===== config.mk =====
export PLATFORM = sky130hd
export DESIGN_NAME = serial_subtractor
export DESIGN_NICKNAME = d
export VERILOG_FILES = /design/src/rtl/arith_pkg.sv /design/src/rtl/full_subtractor_1bit.sv /design/src/rtl/serial_subtractor.sv
export SDC_FILE = /design/constraint.sdc
export NUM_CORES = 1
export LEC_CHECK = 0
export ABC_CLOCK_PERIOD_IN_PS = 2400
export CAP_MARGIN = 20
export CORE_MARGIN = 2
export CORE_UTILIZATION = 40
export CTS_BUF_LIST = sky130_fd_sc_hd__clkbuf_2 sky130_fd_sc_hd__clkbuf_4 sky130_fd_sc_hd__clkbuf_8
export DETAILED_ROUTE_END_ITERATION = 16
export PLACE_DENSITY_LB_ADDON = 0.15
export SLEW_MARGIN = 20
export SYNTH_ARGS = -nofsm -noshare
export SYNTH_HDL_FRONTEND = slang
export SYNTH_SLANG_ARGS = --single-unit
export TNS_END_PERCENT = 1

===== constraint.sdc =====
create_clock -name clk -period 2.4 [get_ports clk]
set_input_delay 0.48 -clock clk [delete_from_list [all_inputs] [get_ports clk]]
set_output_delay 0.48 -clock clk [all_outputs]
set_load 0.005 [all_outputs]

===== src/rtl/arith_pkg.sv =====
// Shared types and sizing helpers for the bit-serial arithmetic tiles.
package arith_pkg;

    typedef enum logic [1:0] {
        IDLE  = 2'd0,
        SHIFT = 2'd1,
        DONE  = 2'd2
    } state_t;

    localparam int unsigned DEFAULT_WIDTH = 8;

    // Bit counter only needs to reach WIDTH-1.
    function automatic int unsigned cnt_width(input int unsigned w);
        return (w < 2) ? 1 : $clog2(w);
    endfunction

    localparam int unsigned DEFAULT_CNT_W = cnt_width(DEFAULT_WIDTH);

endpackage


===== src/rtl/full_subtractor_1bit.sv =====
// Combinational 1-bit full subtractor: d = a - b - bin, with borrow out.
module full_subtractor_1bit (
    input  logic a_i,
    input  logic b_i,
    input  logic bin_i,
    output logic d_o,
    output logic bout_o
);

    assign d_o    = a_i ^ b_i ^ bin_i;
    assign bout_o = (~a_i & b_i) | (~(a_i ^ b_i) & bin_i);

endmodule


===== src/rtl/serial_subtractor.sv =====
// Bit-serial unsigned subtractor, LSB first, one bit per clock, valid/ready on both sides.
module serial_subtractor
    import arith_pkg::*;
#(
    parameter int unsigned WIDTH = DEFAULT_WIDTH
) (
    input  logic             clk,
    input  logic             rst,
    input  logic             in_valid,
    output logic             in_ready,
    input  logic [WIDTH-1:0] in_a,
    input  logic [WIDTH-1:0] in_b,
    output logic             out_valid,
    input  logic             out_ready,
    output logic [WIDTH-1:0] out_diff,
    output logic             out_borrow,
    output logic             out_zero,
    output logic             ser_bit,
    output logic             ser_valid
);

    localparam int unsigned CW = cnt_width(WIDTH);
    localparam logic [CW-1:0] LAST = CW'(WIDTH - 1);

    state_t           state_q, state_d;
    logic [WIDTH-1:0] a_q, a_d, b_q, b_d;
    logic [WIDTH-1:0] res_q, res_d;
    logic [WIDTH-1:0] diff_q, diff_d;
    logic             borrow_q, borrow_d;
    logic             fin_borrow_q, fin_borrow_d;
    logic             zero_q, zero_d;
    logic [CW-1:0]    cnt_q, cnt_d;
    logic             d_bit, bout_bit;

    full_subtractor_1bit u_fs (
        .a_i    (a_q[0]),
        .b_i    (b_q[0]),
        .bin_i  (borrow_q),
        .d_o    (d_bit),
        .bout_o (bout_bit)
    );

    always_ff @(posedge clk) begin
        if (rst) begin
            state_q      <= IDLE;
            a_q          <= '0;
            b_q          <= '0;
            res_q        <= '0;
            diff_q       <= '0;
            borrow_q     <= 1'b0;
            fin_borrow_q <= 1'b0;
            zero_q       <= 1'b0;
            cnt_q        <= '0;
        end else begin
            state_q      <= state_d;
            a_q          <= a_d;
            b_q          <= b_d;
            res_q        <= res_d;
            diff_q       <= diff_d;
            borrow_q     <= borrow_d;
            fin_borrow_q <= fin_borrow_d;
            zero_q       <= zero_d;
            cnt_q        <= cnt_d;
        end
    end

    always_comb begin
        state_d      = state_q;
        a_d          = a_q;
        b_d          = b_q;
        res_d        = res_q;
        diff_d       = diff_q;
        borrow_d     = borrow_q;
        fin_borrow_d = fin_borrow_q;
        zero_d       = zero_q;
        cnt_d        = cnt_q;
        case (state_q)
            IDLE: begin
                if (in_valid) begin
                    a_d      = in_a;
                    b_d      = in_b;
                    borrow_d = 1'b0;
                    cnt_d    = '0;
                    state_d  = SHIFT;
                end
            end
            SHIFT: begin
                res_d    = {d_bit, res_q[WIDTH-1:1]};
                a_d      = a_q >> 1;
                b_d      = b_q >> 1;
                borrow_d = bout_bit;
                if (cnt_q == LAST) begin
                    // Publish the completed result in the same edge as the last bit.
                    diff_d       = {d_bit, res_q[WIDTH-1:1]};
                    fin_borrow_d = bout_bit;
                    zero_d       = ({d_bit, res_q[WIDTH-1:1]} == '0);
                    state_d      = DONE;
                end else begin
                    cnt_d = cnt_q + 1'b1;
                end
            end
            DONE: begin
                if (out_ready) begin
                    state_d = IDLE;
                end
            end
            default: state_d = IDLE;
        endcase
    end

    assign in_ready   = (state_q == IDLE);
    assign out_valid  = (state_q == DONE);
    assign ser_valid  = (state_q == SHIFT);
    assign ser_bit    = (state_q == SHIFT) & d_bit;
    assign out_diff   = diff_q;
    assign out_borrow = fin_borrow_q;
    assign out_zero   = zero_q;

endmodule


==> impl_metrics.tcl <==
set metrics [dict create \
    status "finished, final reports clean" \
    antenna_found_initial 0 \
    syn2layout_area_growth_pct 24.8 \
    cp-start-kind "flip-flop" \
    skew_ps 6.48 \
    crit_required_ps 1920 \
    die_height_microns 69.3 \
    period_needed_ps 2010 \
    tightest_slew_ps 519 \
    p_per_area_nw_per_um2 617 \
    syn_area_per_cell_sq_um 8.80 \
    critPathMaxFanout 10 \
    drt_iter0_markers 64 \
    diodes 0 \
    slew_viol_final 0 \
    numPortBuffers 33 \
    finalWirelength_microns 3380 \
    setup_viol_count_final 0 \
    hpwlAfterDp_microns 2430 \
    yosysTopAreaCellShare_pct 45.7 \
    synth_largest_area_cell "dfxtp_1" \
    finalHoldViolCount 0 \
    grt_pass1_wl_microns 6050 \
    final_nets 250 \
    maxCapViolations 0 \
    synthTopCellsByArea "dfxtp_1 46%, nand2_1 11%, a21oi_1 7.3%" \
    grt_overflow 0 \
    yosys_register_bits 39 \
    ant_nets 0 \
    final_common_cell "nand2_1" \
    endpoint_kind "output pin" \
    cts_sinks 39 \
    grt_max_degree 23 \
    worstPathArrival_ps 1530 \
    post-route-period-util_pct 83.8 \
    p_leak_nw 0.794 \
    power_w 0.00131 \
    fp-row-count 23 \
    initial_core_util_pct 42.1 \
    mostFrequentLayoutCells "49 x nand2_1, 38 x dfxtp_1, 32 x clkdlybuf4s50_1" \
    io_pins 34 \
    die_width_microns 69.3 \
    coreArea_sq_um 4060 \
    numCtsBuffers 5 \
    synth_cells 194 \
    wl_per_cell_microns 12.2 \
    rsz0062_at_grt "no" \
    fmax_ghz 0.497 \
    synth_nets 217 \
    nFillCells 373 \
    syn-cell-area_sq_um 1710 \
    dr.pass1.iters 4 \
    vdd_drop_max_mv 0.337 \
    cts_tree "yes" \
    setup_tns_ps 0 \
    die-area_sq_um 4810 \
    ys_types 32 \
    clockBufferDepth 2 \
    yosysWarningCount 0 \
    grt_pass1_vias 1385 \
    layout-drive-gt1-share_pct 14.0 \
    synth_sequential_area_ratio_pct 45.7 \
    clk_latency_ps 280 \
    cts_max_level 2 \
    worstSetupPathType "reg -> out" \
    gp_congestion 0.802 \
    track_usage_pct 15.4 \
    via_per_inst 4.99 \
    drc_errors 0 \
    path_clk_slew_ps 80 \
    root_buffer "clkbuf_8" \
    slew_headroom_pct 64.9 \
    vias 1388 \
    hold_class "reg -> reg" \
]
## state kept, by name, summed over array words and instances, names as in the netlist
signal and cells:
a_q 8, b_q 8, borrow_q 1, cnt_q 3, out_borrow 1, out_diff 8, out_zero 1, res_q 7
state_q 2
## worst max-delay path: stages, from the launching register on
cell	delay, ps
dfxtp_1	580
nand2b_4	100
inv_4	70
clkdlybuf4s50_1	500
## power breakdown
part / switching [W] / total (W) / internal, W
clock network: 0.000224 / 0.000422 / 0.000199
registers: 0.0000222 / 0.000699 / 0.000677
logic: 0.0000975 / 0.000192 / 0.0000943
## cell families after synthesis
group	synth area share (%)
AO/OA/AOI/OAI	24.2
adder cells (fa/ha/maj)	2.64
buffers and inverters	6.82
flip-flops	45.7
AND/OR/NAND/NOR	20.6
## cell usage after synthesis
| library cell | n |
|---|---|
| a211oi_1 | 6 |
| a211oi_2 | 7 |
| a21oi_1 | 25 |
| a21oi_2 | 6 |
| a221oi_1 | 1 |
| a2bb2oi_1 | 1 |
| a311oi_2 | 1 |
| a32oi_1 | 2 |
| and3b_1 | 1 |
| buf_2 | 4 |
| buf_4 | 3 |
| buf_6 | 3 |
| buf_8 | 1 |
| clkbuf_1 | 1 |
| dfxtp_1 | 39 |
| fa_1 | 1 |
| ha_1 | 2 |
| inv_1 | 4 |
| inv_4 | 1 |
| nand2_1 | 49 |
| nand2b_1 | 5 |
| nand2b_4 | 1 |
| nand3_1 | 1 |
| nand3b_1 | 1 |
| nor2_1 | 18 |
| nor2b_1 | 2 |
| nor4_1 | 2 |
| nor4b_1 | 1 |
| o21ai_0 | 2 |
| o21ba_4 | 1 |
| o21bai_4 | 1 |
| o31ai_1 | 1 |
## stage by stage
stage	instance area, sq um	utilization (%)	hold WS (ps)	setup slack [ps]	std cells
floorplan	1710	-	445	894	194
global placement	2030	50.1	443	378	269
global route	2130	52.5	481	318	278
detailed placement	2030	50.1	450	357	269
finish	2130	52.5	456	390	278
CTS	2120	52.2	461	40.1	277
## path summary, 6_finish.rpt
kind	startpoint	to	slack, ps	depth (start not counted)
worst max register to register	cnt_q[0]	cnt_q[2]	860	5
worst max-delay path	state_q[0]	ser_valid	390	3
worst min register to register	out_diff[5]	out_diff[5]	460	2
worst min-delay path	out_diff[5]	out_diff[5]	460	2
## cell type report
cell class	count	area, sq um	area share (%)
Timing Repair Buffer	38	370	17.4
Clock buffer	5	68.8	3.23
Multi-Input combinational cell	138	810	38.0
Clock inverter	3	15.0	0.705
Inverter	5	21.3	0.999
Tap cell	50	62.6	2.94
Sequential cell	39	782	36.7
## routing by layer
metal | vias to the layer above | track usage (%) | part of all wire, %
li1 | 721 | - | -
met5 | - | 0 | 0
met2 | 34 | 27.2 | 50
met4 | 0 | 5.45 | 0.38
met3 | 2 | 4.94 | 4.3
met1 | 631 | 17.3 | 45
## repair_timing
item	4_1_cts	5_1_grt
setup endpoints to repair	0	1
hold buffers	0	0
buffers inserted	0	1
resized for setup	0	2
(Power assumes the default switching activity.)
